[config.mk]
export PLATFORM = sky130hd
export DESIGN_NAME = maze_game_ctrl
export DESIGN_NICKNAME = d
export VERILOG_FILES = /design/src/rtl/maze_pkg.sv /design/src/rtl/maze_btn_sync.sv /design/src/rtl/maze_game_ctrl.sv
export SDC_FILE = /design/constraint.sdc
export NUM_CORES = 1
export LEC_CHECK = 0
export BUFFER_PORTS_ARGS = -buffer_cell sky130_fd_sc_hd__buf_4
export CORE_ASPECT_RATIO = 1.1
export CORE_MARGIN = 4
export CORE_UTILIZATION = 50
export CTS_BUF_LIST = sky130_fd_sc_hd__clkbuf_2 sky130_fd_sc_hd__clkbuf_4 sky130_fd_sc_hd__clkbuf_8
export DETAILED_ROUTE_END_ITERATION = 8
export GPL_TIMING_DRIVEN = 0
export PLACE_DENSITY = 0.68
export SLEW_MARGIN = 20
export SYNTH_ARGS = -nofsm -noshare
export SYNTH_HDL_FRONTEND = slang
export SYNTH_SLANG_ARGS = --single-unit
[constraint.sdc]
create_clock -name clk -period 2.7 [get_ports clk]
set_input_delay 0.54 -clock clk [delete_from_list [all_inputs] [get_ports clk]]
set_output_delay 0.54 -clock clk [all_outputs]
set_load 0.005 [all_outputs]
[src/rtl/maze_pkg.sv]
// Shared definitions for the maze game controller: state encodings,
// spawn point, square size and small width helpers.
package maze_pkg;

  typedef enum logic [1:0] {
    ST_IDLE = 2'd0,
    ST_PLAY = 2'd1,
    ST_HIT  = 2'd2,
    ST_WIN  = 2'd3
  } state_t;

  localparam int SPAWN_X     = 55;
  localparam int SPAWN_Y     = 55;
  localparam int SQUARE_SIZE = 15;

  // Counter width for a counter spanning 0..n-1, never narrower than 1 bit.
  function automatic int cnt_w(input int n);
    return (n < 2) ? 1 : $clog2(n);
  endfunction

  function automatic int max2(input int a, input int b);
    return (a > b) ? a : b;
  endfunction

endpackage

[src/rtl/maze_btn_sync.sv]
// Two-flop synchronizer for a bundle of asynchronous button lines.
// Flops reset to RST_VAL so active-low buttons read as released.
module maze_btn_sync #(
  parameter int             W       = 4,
  parameter logic [W-1:0]   RST_VAL = '1
) (
  input  logic         clk,
  input  logic         reset,
  input  logic [W-1:0] d,
  output logic [W-1:0] q
);

  logic [W-1:0] meta;

  // Metastability flop followed by the output flop.
  always_ff @(posedge clk or negedge reset) begin
    if (!reset) begin
      meta <= RST_VAL;
      q    <= RST_VAL;
    end else begin
      meta <= d;
      q    <= meta;
    end
  end

endmodule

[src/rtl/maze_game_ctrl.sv]
// Frame-paced game sequencer for the VGA maze: turns active-low buttons
// into per-frame step pulses, tracks lives, issues respawns on collision
// and schedules the periodic leftward drift while playing.
// Build option: MAZE_INPUT_SYNC_EN adds a two-flop synchronizer on the
// four buttons; without it buttons are sampled directly on frame_tick.
module maze_game_ctrl
  import maze_pkg::*;
#(
  parameter int LIVES        = 3,
  parameter int HIT_FRAMES   = 30,
  parameter int WIN_FRAMES   = 120,
  parameter int DRIFT_PERIOD = 80_000_000
) (
  input  logic       clk,
  input  logic       reset,
  input  logic       frame_tick,
  input  logic       moveup,
  input  logic       movedown,
  input  logic       moveright,
  input  logic       start,
  input  logic       collision,
  input  logic       at_goal,
  output logic       step_up,
  output logic       step_down,
  output logic       step_right,
  output logic       drift,
  output logic       respawn,
  output logic [2:0] lives,
  output logic [1:0] state,
  output logic       flash
);

  localparam int FRAME_W = cnt_w(max2(HIT_FRAMES, WIN_FRAMES));
  localparam int DRIFT_W = cnt_w(DRIFT_PERIOD);

  localparam logic [FRAME_W-1:0] HIT_LAST   = FRAME_W'(HIT_FRAMES - 1);
  localparam logic [FRAME_W-1:0] WIN_LAST   = FRAME_W'(WIN_FRAMES - 1);
  localparam logic [DRIFT_W-1:0] DRIFT_LAST = DRIFT_W'(DRIFT_PERIOD - 1);
  localparam logic [2:0]         LIVES_INIT = 3'(LIVES);

  logic up_s, down_s, right_s, start_s;

`ifdef MAZE_INPUT_SYNC_EN
  logic [3:0] btn_s;

  maze_btn_sync #(.W(4), .RST_VAL(4'hF)) u_btn_sync (
    .clk   (clk),
    .reset (reset),
    .d     ({start, moveright, movedown, moveup}),
    .q     (btn_s)
  );

  assign {start_s, right_s, down_s, up_s} = btn_s;
`else
  assign up_s    = moveup;
  assign down_s  = movedown;
  assign right_s = moveright;
  assign start_s = start;
`endif

  state_t             state_q, state_d;
  logic [2:0]         lives_q, lives_d;
  logic [FRAME_W-1:0] frame_q, frame_d;
  logic [DRIFT_W-1:0] drift_cnt_q, drift_cnt_d;
  logic up_d, down_d, right_d, drift_d, respawn_d, flash_d;

  // State, counters and all output pulses are registered together.
  always_ff @(posedge clk or negedge reset) begin
    if (!reset) begin
      state_q     <= ST_IDLE;
      lives_q     <= '0;
      frame_q     <= '0;
      drift_cnt_q <= '0;
      step_up     <= 1'b0;
      step_down   <= 1'b0;
      step_right  <= 1'b0;
      drift       <= 1'b0;
      respawn     <= 1'b0;
      flash       <= 1'b0;
    end else begin
      state_q     <= state_d;
      lives_q     <= lives_d;
      frame_q     <= frame_d;
      drift_cnt_q <= drift_cnt_d;
      step_up     <= up_d;
      step_down   <= down_d;
      step_right  <= right_d;
      drift       <= drift_d;
      respawn     <= respawn_d;
      flash       <= flash_d;
    end
  end

  // Next-state, counter updates and pulse requests; buttons, collision
  // and goal are only looked at on frame_tick cycles.
  always_comb begin
    state_d     = state_q;
    lives_d     = lives_q;
    frame_d     = frame_q;
    drift_cnt_d = drift_cnt_q;
    up_d        = 1'b0;
    down_d      = 1'b0;
    right_d     = 1'b0;
    drift_d     = 1'b0;
    respawn_d   = 1'b0;

    case (state_q)
      ST_IDLE: begin
        if (frame_tick && !start_s) begin
          state_d     = ST_PLAY;
          lives_d     = LIVES_INIT;
          respawn_d   = 1'b1;
          drift_cnt_d = '0;
        end
      end

      ST_PLAY: begin
        // Drift runs every clk; a frame_tick step may land on the same cycle.
        if (drift_cnt_q == DRIFT_LAST) begin
          drift_d     = 1'b1;
          drift_cnt_d = '0;
        end else begin
          drift_cnt_d = drift_cnt_q + 1'b1;
        end

        if (frame_tick) begin
          if (collision) begin
            // Respawn wins over drift: the square is being reloaded anyway.
            state_d     = ST_HIT;
            lives_d     = (lives_q == 3'd0) ? 3'd0 : lives_q - 3'd1;
            respawn_d   = 1'b1;
            frame_d     = '0;
            drift_d     = 1'b0;
            drift_cnt_d = '0;
          end else if (at_goal) begin
            state_d = ST_WIN;
            frame_d = '0;
          end else if (!up_s) begin
            up_d = 1'b1;
          end else if (!down_s) begin
            down_d = 1'b1;
          end else if (!right_s) begin
            right_d = 1'b1;
          end
        end
      end

      ST_HIT: begin
        if (frame_tick) begin
          if (frame_q == HIT_LAST) begin
            frame_d = '0;
            if (lives_q == 3'd0) begin
              state_d = ST_IDLE;
            end else begin
              state_d     = ST_PLAY;
              drift_cnt_d = '0;
            end
          end else begin
            frame_d = frame_q + 1'b1;
          end
        end
      end

      ST_WIN: begin
        if (frame_tick) begin
          if (frame_q == WIN_LAST) begin
            frame_d = '0;
            state_d = ST_IDLE;
          end else begin
            frame_d = frame_q + 1'b1;
          end
        end
      end

      default: state_d = ST_IDLE;
    endcase

    flash_d = (state_d == ST_HIT);
  end

  assign lives = lives_q;
  assign state = state_q;

endmodule

==> After elaboration in Yosys (flattened, before gate mapping) <==
Index checks and enable logic that the tools add are counted.
{ "totals": {"ff_bits": 45, "output_inout_bits": 11} }
{ "classes": {"eq_ne": 15, "n_mux": 57, "reduce_logical": 10, "n_addsub": 3} }
{ "op_table": {"columns": ["operator", "n"], "rows": [
  ["$mux W27", 7],
  ["$pmux W27 S3", 1],
  ["$mux W7", 7],
  ["$add A27 B1 Y27 const B", 1],
  ["$eq A27 B27 Y1 const B", 1],
  ["$mux W1", 26],
  ["$pmux W7 S3", 1],
  ["$mux W2", 8],
  ["$ne A2 B2 Y1 const B", 7],
  ["$mux W3", 4],
  ["$reduce_and A5 Y1", 2],
  ["$pmux W2 S4", 1],
  ["$add A7 B1 Y7 const B", 1],
  ["$eq A7 B5 Y1 const B", 1],
  ["$eq A7 B7 Y1 const B", 1],
  ["$eq A2 B2 Y1 const B", 3],
  ["$pmux W3 S2", 1],
  ["$reduce_bool A3 Y1", 2],
  ["$reduce_and A4 Y1", 1],
  ["$logic_not A3 Y1", 1],
  ["$ne A3 B3 Y1 const B", 1],
  ["$sub A3 B1 Y3 const B", 1],
  ["$eq A2 B1 Y1 const B", 1],
  ["$logic_not A2 Y1", 1],
  ["4 further kinds", 4]
]} }

==> Longest topological paths before layout <==
{ "logic_depth": {"ltp_word": 7, "mapped_depth": 9, "ltp_nobuf": 7} }

==> Worst setup path before layout <==
No wires, ideal clock.
{ "synth_timing": {"path_kind": "register to register", "start": "register frame_q[6]", "end": "register drift_cnt_q[16]", "period_less_slack_ns": 2.362, "path_stages_with_launch": 6, "setup_slack_ns": 0.338, "t_required_ns": 2.622, "arrival_ns": 2.284, "setup_time_ns": 0.078, "cell_sequence": "dfrtp_1 -> or4b_4 -> or4_4 -> a211o_1 -> or3_1 -> a21oi_1"} }
{ "synth_between": {"elab_chain_cells": 3} }
{ "synth_lines": {"columns": ["element", "line", "rtl"], "rows": [
  ["from (decl)", "maze_game_ctrl.sv:63", "logic [FRAME_W-1:0] frame_q, frame_d;"],
  ["from (signal assigned)", "maze_game_ctrl.sv:83", "frame_q <= frame_d;"],
  ["$eq A7 B5 Y1", "maze_game_ctrl.sv:150", "if (frame_q == HIT_LAST) begin"],
  ["$ne A2 B2 Y1 (no line)", null, null],
  ["$reduce_and A5 Y1 (no line)", null, null],
  ["to (signal assigned)", "maze_game_ctrl.sv:84", "drift_cnt_q <= drift_cnt_d;"],
  ["to (decl)", "maze_game_ctrl.sv:64", "logic [DRIFT_W-1:0] drift_cnt_q, drift_cnt_d;"]
]} }
No other way between the ends.
A chain may end at the register's enable or synchronous reset.

==> Final worst setup path <==
{ "layout_timing": {"start": "register frame_q[6]", "end": "register drift_cnt_q[23]"} }
Same word-level chain as after synthesis.

==> out/results.txt <==
via count of the first global-routing pass: 1990
maximum number of pins on one net before global-route repair: 46
routability congestion estimate: 0.8679
Std-Cell Core Area: 4750 um^2
count of input and output buffers: 19
synth warn: 0
area added between synthesis and finish: 12.91%
antenna-violating nets left: 0
final cycle utilization of the critical path: 95.81%
clock tree root driver cell: sky130_fd_sc_hd__clkbuf_8
top achievable clock speed: 386.6 MHz
share of the core filled with cells in the final layout: 59.43%
static leakage: 1.142 nW
required time of the critical path: 2.89 ns
most repeated cell in the gate-level netlist after synthesis: sky130_fd_sc_hd__dfrtp_1
clock tree from TritonCTS: yes
TritonCTS Buffers: 5
full die area: 6197 um^2
Setup-failing EPs final: 0
Critical Path Source Type: flip-flop
Mapped Nets: 282
Least-Margin Pin Slew: 0.6301 ns
global-route wire length before repair: 9280 um
Fillers: 433
die span in y: 82.16 um
cell type with the highest aggregate area in the netlist: sky130_fd_sc_hd__dfrtp_1
vias per std cell: 6.040
setup slack at placement: 0.08506 ns
top cell type's share of synthesized area: 45.05%
mean cell area of the mapped netlist: 9.259 um^2
critical path class: flip-flop to flip-flop
total inserted antenna cells: 0
clock slew seen by the registers of the worst setup and hold paths: 0.08 ns
maximum buffer depth of the clock tree: 2
Placement Rows: 26
total congestion overflow after global routing: 0
synth unique cells: 45
count of flip-flops with a built-in enable after synthesis: 0
drt first-iter violations: 238
number of nets in the final layout: 308
cell area after synthesis: 2500 um^2
origin of the critical flop-to-flop path: frame_q[6]
most common flop cell mapped by yosys: sky130_fd_sc_hd__dfrtp_1
outcome: complete, no violations
number of buffers inserted by hold repair at cts: 0
post-detailed-routing wire length: 5259 um
DR pass1 iterations: 4
RSZ-0062 raised after global routing: false
Power Dens Cells: 678.5 nW/um^2
flop and latch count out of synthesis: 45
worst reg2reg path endpoint: drift_cnt_q[23]
combined area of the multi-input logic cells: 1274 um^2
Async S/R FF share, synth: 100.0%
fraction of the yosys area taken by sequential cells: 45.05%
starting density of the core: 52.63%
sequential standard cell area: 1126 um^2
maximum ir drop on the vdd rail: 0.3517 mV
cts repair resizes: 0
instance count of the mapped netlist: 270
number of vias in the routed layout: 2126
post-route setup slack: 0.1132 ns
initial antenna violation count: 0
post-detailed-route DRC marker count: 0
H-tree depth: 2
classification of the worst-slack hold path: input port to async pin
die span in x: 75.42 um
worst path arrival time: 2.77 ns
reg-to-reg slack, setup: 0.11 ns
I/O pin total: 20
count of endpoints failing hold in the final timing report: 0
headroom to the max-slew limit: 57.71%
ratio of cells with drive above 1 in the final layout: 13.85%
Total Routing Usage GR: 19.28%
half-perimeter wire length after placement: 3747 um
total negative slack for setup checks: 0 ns
average routed wire per standard cell: 14.94 um
clock skew: 0.006246 ns
TritonCTS sink count: 45
largest cells by area after synthesis: sky130_fd_sc_hd__dfrtp_1 45%, sky130_fd_sc_hd__nand2_1 4.2%, sky130_fd_sc_hd__o21ai_0 4.0%
R2R cell count: 7
clk_lat worst skew: 0.29 ns
largest fanout on the critical path: 10
final critical delay including setup and external delays: 2.587 ns
category of the worst setup path capture point: flip-flop
number of max-slew violations in the final report: 0
max cap viols: 0
most instantiated cells after synthesis: 45 x sky130_fd_sc_hd__dfrtp_1, 28 x sky130_fd_sc_hd__nand2_1, 21 x sky130_fd_sc_hd__nor2_1, 20 x sky130_fd_sc_hd__o21ai_0, 19 x sky130_fd_sc_hd__a21oi_1
# Post-CTS Setup Buffers: 0
## cell type report
| cell class | instances | area share [%] |
|---|---|---|
| Buffer | 11 | 2.438 |
| Tap cell | 56 | 2.482 |
| Clock inverter | 2 | 1.241 |
| Multi-Input combinational cell | 204 | 45.12 |
| Inverter | 10 | 1.330 |
| Sequential cell | 45 | 39.89 |
| Clock buffer | 5 | 2.438 |
| Timing Repair Buffer | 19 | 5.053 |
## registers in the layout, indices dropped and copies added, names as in the netlist, 2 cells and up
| register | flops |
|---|---|
| drift_cnt_q | 27 |
| state | 2 |
| lives | 3 |
| frame_q | 7 |
## how the worst max path moves through the flow
stage,startpoint,slack (ns),cells after the start,to
floorplan,frame_q[6],0.34,5,drift_cnt_q[16]
global placement,frame_q[6],0.13,7,drift_cnt_q[17]
detailed placement,frame_q[6],0.09,7,drift_cnt_q[10]
CTS,frame_q[6],0.07,7,drift_cnt_q[10]
global route,frame_q[5],0.02,7,drift_cnt_q[19]
finish,frame_q[6],0.11,7,drift_cnt_q[23]
## cell usage in the layout (no fill, tap or decap), drive strengths merged, types with 3 or more instances in the layout
| master | instances |
|---|---|
| ha | 3 |
| buf | 24 |
| o21ai | 21 |
| nor2 | 22 |
| clkbuf | 11 |
| nand2b | 3 |
| nor3b | 3 |
| dfrtp | 45 |
| and4 | 9 |
| a211oi | 7 |
| xnor2 | 11 |
| nor3 | 6 |
| a2111oi | 4 |
| nand3 | 15 |
| nand4 | 7 |
| o22ai | 3 |
| and2 | 5 |
| nand2 | 28 |
| or3 | 9 |
| inv | 10 |
| a21oi | 19 |
| a31oi | 6 |
## critical path: stages, from the launching register on
cell and delay (ns):
sky130_fd_sc_hd__dfrtp_1 0.42, sky130_fd_sc_hd__or4b_4 0.56, sky130_fd_sc_hd__or4_4 0.57, sky130_fd_sc_hd__and2_1 0.19
sky130_fd_sc_hd__buf_6 0.14, sky130_fd_sc_hd__nor2_4 0.24, sky130_fd_sc_hd__clkbuf_4 0.27, sky130_fd_sc_hd__nor2_1 0.07
## report_power, final
group	leakage (nW)	internal, mW	switching, mW
clock	0.0540	0.269	0.220
combinational	0.484	0.227	0.325
sequential	0.604	0.768	0.106
## routing by layer
| layer | up-vias | wire length (um) | GRT usage (%) |
|---|---|---|---|
| li1 | 1047 | - | - |
| met1 | 1027 | 2405 | 26.58 |
| met2 | 42 | 2583 | 30.66 |
| met3 | 10 | 172 | 3.390 |
| met4 | 0 | 98 | 6.294 |
| met5 | - | 0 | 0 |
## logic make-up (layout without fill, tap and decap cells)
family	after synthesis	count (layout)	synth area share [%]
compound gates	71	71	19.07
buf+inv	21	47	4.154
mux	1	1	0.4504
simple gates	118	118	25.93
fa+ha+maj	3	3	1.502
flops	45	45	45.05
xor+xnor	11	11	3.854
## through the flow
stage	area (um^2)	hold WS, ns	power (mW)	cells
floorplan	2500	0.2444	1.236	270
global placement	2713	0.5163	1.426	345
detailed placement	2713	0.5227	1.440	345
CTS	2816	0.2485	1.937	352
global route	2823	0.2713	2.062	352
finish	2823	0.2308	1.915	352
Note: power is estimated with default switching activity, not from simulation.
